[src/rtl/btn_stb_pkg.sv]
// Shared types and helpers for the push-button strobe generator.
//   state_t   : debounce/repeat FSM states
//   cnt_width : width of the shared down-counter, wide enough for the
//               largest of the debounce, hold and repeat intervals
package btn_stb_pkg;

    typedef enum logic [2:0] {
        RELEASED,
        PRESS_WAIT,
        PRESSED,
        REPEATING,
        RELEASE_WAIT
    } state_t;

    function automatic int cnt_width(input int count, input int hold, input int rpt);
        int m;
        m = count;
        if (hold > m) m = hold;
        if (rpt > m)  m = rpt;
        return $clog2(m) + 1;
    endfunction

endpackage

[src/rtl/btn_stb_if.sv]
// Button-side bundle: raw button level in, debounced level and strobes out.
//   btn         : raw asynchronous button level
//   pressed     : debounced level
//   stb_press   : one-cycle pulse on debounced press
//   stb_repeat  : one-cycle pulse per auto-repeat tick
//   stb_release : one-cycle pulse on debounced release
// master = the side that owns the button (board / bench), slave = btn_stb.
interface btn_stb_if;
    import btn_stb_pkg::*;

    logic btn;
    logic pressed;
    logic stb_press;
    logic stb_repeat;
    logic stb_release;

    modport master (
        output btn,
        input  pressed,
        input  stb_press,
        input  stb_repeat,
        input  stb_release
    );

    modport slave (
        input  btn,
        output pressed,
        output stb_press,
        output stb_repeat,
        output stb_release
    );

endinterface

[src/rtl/btn_stb_sync2.sv]
// Two-flop synchronizer for a single asynchronous input bit.
//   clk : destination clock
//   rst : synchronous active-high reset, clears both stages to 0
//   d   : asynchronous input
//   q   : synchronized output, two clk edges behind d
module sync2 (
    input  logic clk,
    input  logic rst,
    input  logic d,
    output logic q
);

    logic meta_q;
    logic sync_q;

    always_ff @(posedge clk) begin
        if (rst) begin
            meta_q <= 1'b0;
            sync_q <= 1'b0;
        end else begin
            meta_q <= d;
            sync_q <= meta_q;
        end
    end

    assign q = sync_q;

endmodule

[src/rtl/btn_stb.sv]
// Push-button conditioner: synchronizes a raw button level, debounces it and
// emits single-cycle press / auto-repeat / release strobes.
//   clk, rst : system clock, synchronous active-high reset
//   bus      : btn in; pressed, stb_press, stb_repeat, stb_release out
// Parameters:
//   COUNT      debounce window (cycles the synchronized level must be stable), >=1
//   HOLD       cycles from stb_press to the first stb_repeat, 0 disables repeat
//   REPEAT     cycles between successive stb_repeat pulses, >=1
//   ACTIVE_LOW 1 when the button reads low while pressed
module btn_stb
    import btn_stb_pkg::*;
#(
    parameter int COUNT      = 120000,
    parameter int HOLD       = 12000000,
    parameter int REPEAT     = 3000000,
    parameter bit ACTIVE_LOW = 1'b0
) (
    input  logic      clk,
    input  logic      rst,
    btn_stb_if.slave  bus
);

    localparam int CW = cnt_width(COUNT, HOLD, REPEAT);
    localparam bit REPEAT_EN = (HOLD != 0);

    // Reload values are N-1 because the counter reaches 0 on the Nth edge.
    // With repeat disabled the hold reload is irrelevant (cnt holds), so 0.
    localparam logic [CW-1:0] COUNT_LD  = CW'(COUNT - 1);
    localparam logic [CW-1:0] HOLD_LD   = CW'(REPEAT_EN ? HOLD - 1 : 0);
    localparam logic [CW-1:0] REPEAT_LD = CW'(REPEAT - 1);
    localparam logic [CW-1:0] CNT_ONE   = CW'(1);

    logic btn_raw;
    logic btn_s;

    assign btn_raw = bus.btn ^ ACTIVE_LOW;

    sync2 u_sync (
        .clk (clk),
        .rst (rst),
        .d   (btn_raw),
        .q   (btn_s)
    );

    state_t        state_q,       state_d;
    logic [CW-1:0] cnt_q,         cnt_d;
    logic          pressed_q,     pressed_d;
    logic          stb_press_q,   stb_press_d;
    logic          stb_repeat_q,  stb_repeat_d;
    logic          stb_release_q, stb_release_d;

    always_comb begin
        state_d       = state_q;
        cnt_d         = cnt_q;
        pressed_d     = pressed_q;
        stb_press_d   = 1'b0;
        stb_repeat_d  = 1'b0;
        stb_release_d = 1'b0;

        case (state_q)
            RELEASED: begin
                if (btn_s) begin
                    state_d = PRESS_WAIT;
                    cnt_d   = COUNT_LD;
                end
            end

            PRESS_WAIT: begin
                if (!btn_s) begin
                    // bounce before the window closed: silently give up
                    state_d = RELEASED;
                end else if (cnt_q == '0) begin
                    state_d     = PRESSED;
                    pressed_d   = 1'b1;
                    stb_press_d = 1'b1;
                    cnt_d       = HOLD_LD;
                end else begin
                    cnt_d = cnt_q - CNT_ONE;
                end
            end

            PRESSED: begin
                if (!btn_s) begin
                    state_d = RELEASE_WAIT;
                    cnt_d   = COUNT_LD;
                end else if (REPEAT_EN) begin
                    if (cnt_q == '0) begin
                        state_d      = REPEATING;
                        stb_repeat_d = 1'b1;
                        cnt_d        = REPEAT_LD;
                    end else begin
                        cnt_d = cnt_q - CNT_ONE;
                    end
                end
            end

            REPEATING: begin
                if (!btn_s) begin
                    state_d = RELEASE_WAIT;
                    cnt_d   = COUNT_LD;
                end else if (cnt_q == '0) begin
                    stb_repeat_d = 1'b1;
                    cnt_d        = REPEAT_LD;
                end else begin
                    cnt_d = cnt_q - CNT_ONE;
                end
            end

            RELEASE_WAIT: begin
                if (btn_s) begin
                    // release bounce: still held, hold timer starts over
                    state_d = PRESSED;
                    cnt_d   = HOLD_LD;
                end else if (cnt_q == '0) begin
                    state_d       = RELEASED;
                    pressed_d     = 1'b0;
                    stb_release_d = 1'b1;
                end else begin
                    cnt_d = cnt_q - CNT_ONE;
                end
            end

            default: begin
                state_d   = RELEASED;
                pressed_d = 1'b0;
            end
        endcase
    end

    always_ff @(posedge clk) begin
        if (rst) begin
            state_q       <= RELEASED;
            cnt_q         <= '0;
            pressed_q     <= 1'b0;
            stb_press_q   <= 1'b0;
            stb_repeat_q  <= 1'b0;
            stb_release_q <= 1'b0;
        end else begin
            state_q       <= state_d;
            cnt_q         <= cnt_d;
            pressed_q     <= pressed_d;
            stb_press_q   <= stb_press_d;
            stb_repeat_q  <= stb_repeat_d;
            stb_release_q <= stb_release_d;
        end
    end

    assign bus.pressed     = pressed_q;
    assign bus.stb_press   = stb_press_q;
    assign bus.stb_repeat  = stb_repeat_q;
    assign bus.stb_release = stb_release_q;

endmodule

[src/flat_wrapper.sv]
// flat-port wrapper written by rule: the top's interface ports become plain ports
module btn_stb_flat import btn_stb_pkg::*;
#(
    parameter int COUNT      = 120000,
    parameter int HOLD       = 12000000,
    parameter int REPEAT     = 3000000,
    parameter bit ACTIVE_LOW = 1'b0
)
  (clk, rst, bus_btn, bus_pressed, bus_stb_press, bus_stb_repeat, bus_stb_release);
  btn_stb_if bus_i ();
  input  logic clk;
  input  logic rst;
  input wire logic [$bits(bus_i.btn)-1:0] bus_btn;
  output wire logic [$bits(bus_i.pressed)-1:0] bus_pressed;
  output wire logic [$bits(bus_i.stb_press)-1:0] bus_stb_press;
  output wire logic [$bits(bus_i.stb_repeat)-1:0] bus_stb_repeat;
  output wire logic [$bits(bus_i.stb_release)-1:0] bus_stb_release;
  assign bus_i.btn = bus_btn;
  assign bus_pressed = bus_i.pressed;
  assign bus_stb_press = bus_i.stb_press;
  assign bus_stb_repeat = bus_i.stb_repeat;
  assign bus_stb_release = bus_i.stb_release;
  btn_stb #(.COUNT(COUNT), .HOLD(HOLD), .REPEAT(REPEAT), .ACTIVE_LOW(ACTIVE_LOW)) u_core (.clk(clk), .rst(rst), .bus(bus_i));
endmodule
[config.mk]
export PLATFORM = sky130hd
export DESIGN_NAME = btn_stb_flat
export DESIGN_NICKNAME = d
export VERILOG_FILES = /design/src/rtl/btn_stb_pkg.sv /design/src/rtl/btn_stb_if.sv /design/src/rtl/btn_stb_sync2.sv /design/src/rtl/btn_stb.sv /design/src/flat_wrapper.sv
export SDC_FILE = /design/constraint.sdc
export NUM_CORES = 1
export LEC_CHECK = 0
export CAP_MARGIN = 15
export CORE_AREA = 2 2 76 78
export DETAILED_ROUTE_END_ITERATION = 12
export DIE_AREA = 0 0 78 80
export PLACE_DENSITY = 0.56
export SLEW_MARGIN = 30
export SYNTH_ARGS = -nofsm -noshare
export SYNTH_HDL_FRONTEND = slang
export SYNTH_SLANG_ARGS = --single-unit
[constraint.sdc]
create_clock -name clk -period 3.2 [get_ports clk]
set_input_delay 0.64 -clock clk [delete_from_list [all_inputs] [get_ports clk]]
set_output_delay 0.64 -clock clk [all_outputs]
set_load 0.05 [all_outputs]
==> Yosys cells after proc, flatten, opt, wreduce, memory -nomap -nowiden <==
Cells that the tools add are included.
{ "op_classes": {"n_eq_ne": 14, "bitwise_logic": 4, "addsub": 1, "muxes": 24, "reduce_logical": 11} }
{ "op_table": {"columns": ["operator", "count"], "rows": [
  ["$mux 25", 7],
  ["$pmux 25 s4", 1],
  ["$logic_not 25->1", 1],
  ["$sub 25x1->25 const B", 1],
  ["$mux 3", 8],
  ["$pmux 3 s5", 1],
  ["$reduce_and 5->1", 2],
  ["$ne 3x2->1 const B", 3],
  ["$ne 2x2->1 const B", 4],
  ["$eq 3x2->1 const B", 2],
  ["$mux 1", 6],
  ["$reduce_or 2->1", 3],
  ["$reduce_or 3->1", 2],
  ["$ne 2x1->1 const B", 2],
  ["$not 1->1", 4],
  ["$reduce_and 4->1", 1],
  ["$reduce_bool 4->1", 1],
  ["$eq 3x1->1 const B", 1],
  ["$eq 3x3->1 const B", 1],
  ["$logic_not 3->1", 1],
  ["$ne 3x3->1 const B", 1],
  ["$pmux 1 s3", 1]
]} }
{ "word_totals": {"wordCells": 62, "reg_bits": 34, "output_inout_bits": 4, "in_bits": 3} }

==> Longest topological paths before layout <==
{ "depth": {"ltp_word": 4, "mapped_depth": 10, "depth_no_buf": 8} }

==> By module <==
A second synthesis with hierarchy kept.
{ "hier_totals": {"hier_cells": 300, "hier_area_um2": 2257.2} }
{ "by_module_without_submodules": {"columns": ["module", "seq_area_each_um2", "cells_each", "area_per_inst_um2", "instances"], "rows": [
  ["btn_stb", 640.6, 296, 2204.6, 1],
  ["sync2", 40.0, 4, 52.6, 1]
]} }

==> Worst setup path before layout <==
Ideal clock, no wire load.
{ "synth_path": {"path_kind": "reg2reg", "startpoint": "reg u_core.cnt_q[12]", "endpoint": "reg u_core.cnt_q[19]", "required_ns": 3.073, "n_path_buf": 2, "t_arrival_ns": 2.033, "stages_incl_launch_ff": 9, "setup_time_ns": 0.127, "slack_ns": 1.040, "path_cell_list": "dfxtp_1 > buf_6 > nor4_2 > nand4_2 > or2_0 > buf_2 > a221oi_2 > o2bb2ai_1 > or3_1"} }
{ "synth_via": {"elab_chain_len": 4, "elab_cells_between_ends": 11} }
{ "synth_lines": {"columns": ["item", "line_no", "source"], "rows": [
  ["start: declaration", "btn_stb.sv:46", "logic [CW-1:0] cnt_q, cnt_d;"],
  ["start signal: assignment", "btn_stb.sv:140", "cnt_q <= cnt_d;"],
  ["$sub 25x1->25 / $logic_not 25->1 (equally long branches)", null, null],
  ["$mux 25, on equally long branches", null, null],
  ["$mux 25, on equally long branches", "btn_stb.sv:110, btn_stb.sv:69, btn_stb.sv:98", null],
  ["$pmux 25 s4", "btn_stb.sv:60", "case (state_q)"]
]} }
Several ways; a longest one is shown, not always the timed one. The select of a mux whose other input is x is not followed.
A chain may end at the register's enable or synchronous reset.

==> Worst setup path after layout <==
Same ends and word-level chain as after synthesis.

==> summary.txt <==
Status
  • Status: finished clean

Run
  • Max cap viols: 0

Logic synthesis
  • YS warnings: 0
  • Synth Area in Compound Gates: 26.8%
  • Adder-cell share of the synthesized area: 1.19%
  • Post-synthesis sequential area ratio: 32.3%
  • Mapped Cells: 274
  • FF+latch count, synth: 34
  • Syn_area_per_cell: 7.68 um^2
  • Yosys cell types: 53
  • Async SR Flop Fraction: 0%
  • Largest family of logic cells by synthesized area: simple AND/OR/NAND/NOR gates
  • Primary FF master, synth: dfxtp_1
  • EDFF count, synth: 0
  • Synthesized Nets: 279
  • Synthesized cell area: 2100 um^2
  • XOR/XNOR Fraction of Synth Area: 2.91%
  • Mux cell area share after synthesis: 0.476%
  • Post-Synth Simple-Gate Area: 31.2%

Pwr
  • Power share of the sequential group: 45.6%
  • Internal power: 679 uW
  • Logic gate share of total power: 21.8%
  • Worst VDD drop: 0.148 mV
  • Sw frac: 31.7%
  • Leakage Power: 0.809 nW
  • Net switching power figure: 315 uW
  • PwrDens: 428 nW/um^2
  • Clock Power Share: 32.6%

Route
  • Starting DRT DRC Count: 298
  • Wire length per cell: 16.2 um
  • Via/cell ratio: 5.78
  • Pre-antenna DRT Iters: 4
  • Residual DRC: 0
  • ANT nets after route: 0
  • Routed wire length: 5650 um
  • Vias post-DR: 2,018

Clocking
  • Clock transition at path regs: 0.07 ns
  • TritonCTS clock tree: built
  • Max clock buf depth: 2
  • Clk_lat worst skew: 0.29 ns
  • # clock sinks: 34
  • CTS Buf Count: 5
  • Root Buffer: clkbuf_8
  • Post-CTS Resized: 0
  • Buffer count from post-CTS setup fixing: 0
  • Post-CTS Hold Buffers: 0
  • H-tree levels: 2

Die
  • Die area: 6240 um^2
  • Initial core utilization: 38.9%
  • Vert. Die Dim: 80 um
  • IO Pins: 7
  • Num rows: 27
  • Core area: 5410 um^2
  • Die span in x: 78 um

STA
  • Slew headroom: 57.7%
  • Actual slew at the worst max-slew pin: 0.631 ns
  • Final WS setup: 0.653 ns
  • Final setup TNS: 0 ns
  • Fin Hold WS: 0.437 ns
  • RSZ-0062 raised after global routing: false
  • Fmax: 393 MHz
  • Final Cycle Share: 79.6%
  • Final Max Tran Viols: 0
  • Final hold viol count: 0
  • Clk_skew: 0.00387 ns
  • Final setup vio count: 0
  • Tmin final: 2.55 ns

GRT
  • Met1 Use GR: 27.7%
  • Total global routing overflow: 0
  • GRT Total Usage: 19.4%
  • Met3 usage in global routing: 3.05%
  • Initial antenna violation count: 0
  • GRT busiest layer: met2
  • Largest net degree at the start of global routing: 21
  • First-pass GRT wire length: 9450 um
  • Met2 usage in global routing: 29.5%
  • Vias in the first global route: 1,849

Setup path
  • Arrival @ worst endpoint: 2.72 ns
  • Slowest stage cell, crit path: o21ai_2
  • Crit-path cells: nor4_2 > nand4_2 > or2_0 > o21ai_2 > nor4_1 > or3_1
  • R2r startpoint: u_core.cnt_q[12]
  • Highest net fanout along the worst path: 9
  • Worst EP required: 3.37 ns
  • CP endpoint kind: register
  • WS Path Type: register to register
  • Crit path largest cell delay: 0.45 ns
  • Flop-to-flop setup slack: 0.65 ns
  • R2R cell count: 6
  • Startpoint class of the critical path: register
  • CP Launch Point: u_core.cnt_q[12]
  • R2r endpoint: u_core.cnt_q[19]

Worst hold path
  • Hold path startpoint: u_core.u_sync.meta_q
  • WHS Endpoint: u_core.u_sync.q
  • Tightest Hold Check Type: register to register
  • Hold Path Depth: 1

Cells and area
  • Ant. Diodes: 0
  • Fin area: 2320 um^2
  • Proportion of layout cells with a drive suffix above 1: 8.66%
  • Nets: 283
  • Syn-to-layout area delta: 10.3%
  • Final std cells w/o fill: 349

Placed design
  • Placed Instances: 343
  • Port Buffers: 6
  • Final GP Congestion: 0.858
  • Dpl ws: 0.650 ns
  • Hpwl dp: 4080 um
  • Placement Cell Area: 2240 um^2
[worst max-delay path, delay by kind of cell (launching register included)]
family	cells	cell delay, ns
AO/OA/AOI/OAI	1	0.45
AND/OR/NAND/NOR	5	1.58
flip-flops	1	0.41
[power groups by stage]
stage	Combinational [mW]	Sequential, mW	Clock (mW)
floorplan	0.168	0.456	0
global placement	0.217	0.463	0
detailed placement	0.216	0.463	0
CTS	0.217	0.453	0.336
global route	0.244	0.455	0.353
finish	0.216	0.453	0.325
[state kept, by name, summed over array words and instances (netlist names)]
register                flops
u_core.bus.stb_repeat       1
u_core.u_sync.q             1
u_core.state_q              3
u_core.bus.stb_press        1
u_core.bus.pressed          1
u_core.u_sync.meta_q        1
u_core.bus.stb_release      1
u_core.cnt_q               25
[layout by cell type, fill, tap and decap left out, types with 2 or more instances in the layout]
cell type and n:
a211oi_1 7, a21o_1 4, a21oi_1 26, a221oi_1 4, a311oi_1 6, a31oi_1 2
buf_4 8, clkbuf_8 6, clkdlybuf4s50_1 6, dfxtp_1 34, ha_1 2, inv_1 8
nand2_1 21, nand2b_1 5, nand3_1 2, nand4_1 3, nand4_2 3, nor2_1 32
nor2b_1 7, nor3_1 19, nor3b_1 3, nor4_1 10, nor4_4 2, o21ai_0 12
o21ai_1 2, o22ai_1 3, o2bb2ai_1 2, o31ai_1 5, or2_2 2, or3_1 4
xnor2_1 3, xor2_1 4
[layer usage]
layer | vias up | wire (um)
met2 | 61 | 2500
met1 | 926 | 2690
met5 | - | 0
met3 | 6 | 396
met4 | 0 | 58
li1 | 1025 | -
[metrics by stage]
step	utilization [%]	power, mW
3_3_place_gp	41.4	0.680
5_1_grt	42.9	1.05
3_5_place_dp	41.4	0.679
6_report	42.9	0.994
2_1_floorplan	-	0.623
4_1_cts	42.9	1.01
[worst max-delay path by stage]
stage	end	slack, ns	cells after the start
finish	u_core.cnt_q[19]	0.65	6
global route	u_core.cnt_q[19]	0.46	6
CTS	u_core.cnt_q[19]	0.65	6
detailed placement	u_core.cnt_q[19]	0.65	6
global placement	u_core.cnt_q[19]	0.69	6
floorplan	u_core.cnt_q[19]	1.04	8
[synth_stat cells, types with 3 or more instances]
cell / number / area, um^2
a311oi_1: 6 / 52.6
buf_2: 3 / 15.0
a21oi_1: 26 / 130
xor2_1: 4 / 35.0
clkbuf_1: 12 / 45.0
dfxtp_1: 34 / 681
nor2_1: 32 / 120
a21o_1: 4 / 30.0
nand4_1: 3 / 18.8
inv_1: 8 / 30.0
nand2b_1: 5 / 31.3
a221oi_1: 4 / 35.0
nand2_1: 21 / 78.8
o22ai_1: 3 / 18.8
a211oi_1: 7 / 52.6
o31ai_1: 5 / 37.5
nor2b_1: 7 / 43.8
or3_1: 4 / 25.0
o21ai_0: 12 / 60.1
nor3_1: 19 / 95.1
nand4_2: 3 / 37.5
nor3b_1: 3 / 22.5
nor4_1: 10 / 62.6
xnor2_1: 3 / 26.3
[logic make-up after synthesis]
kind of cell	Yosys count
XOR/XNOR	7
flip-flops	34
adder cells (fa/ha/maj)	2
multiplexers	1
AND/OR/NAND/NOR	120
buffers and inverters	25
AO/OA/AOI/OAI	85
[final cells by class]
cell class / instances / area [um^2]
Clock buffer: 6 / 82.6
Fill cell: 574 / 3080
Timing Repair Buffer: 14 / 120
Sequential cell: 34 / 681
Tap cell: 72 / 90.1
Multi-Input combinational cell: 215 / 1320
Inverter: 8 / 30.0
Power figures use the tool's default switching activity.
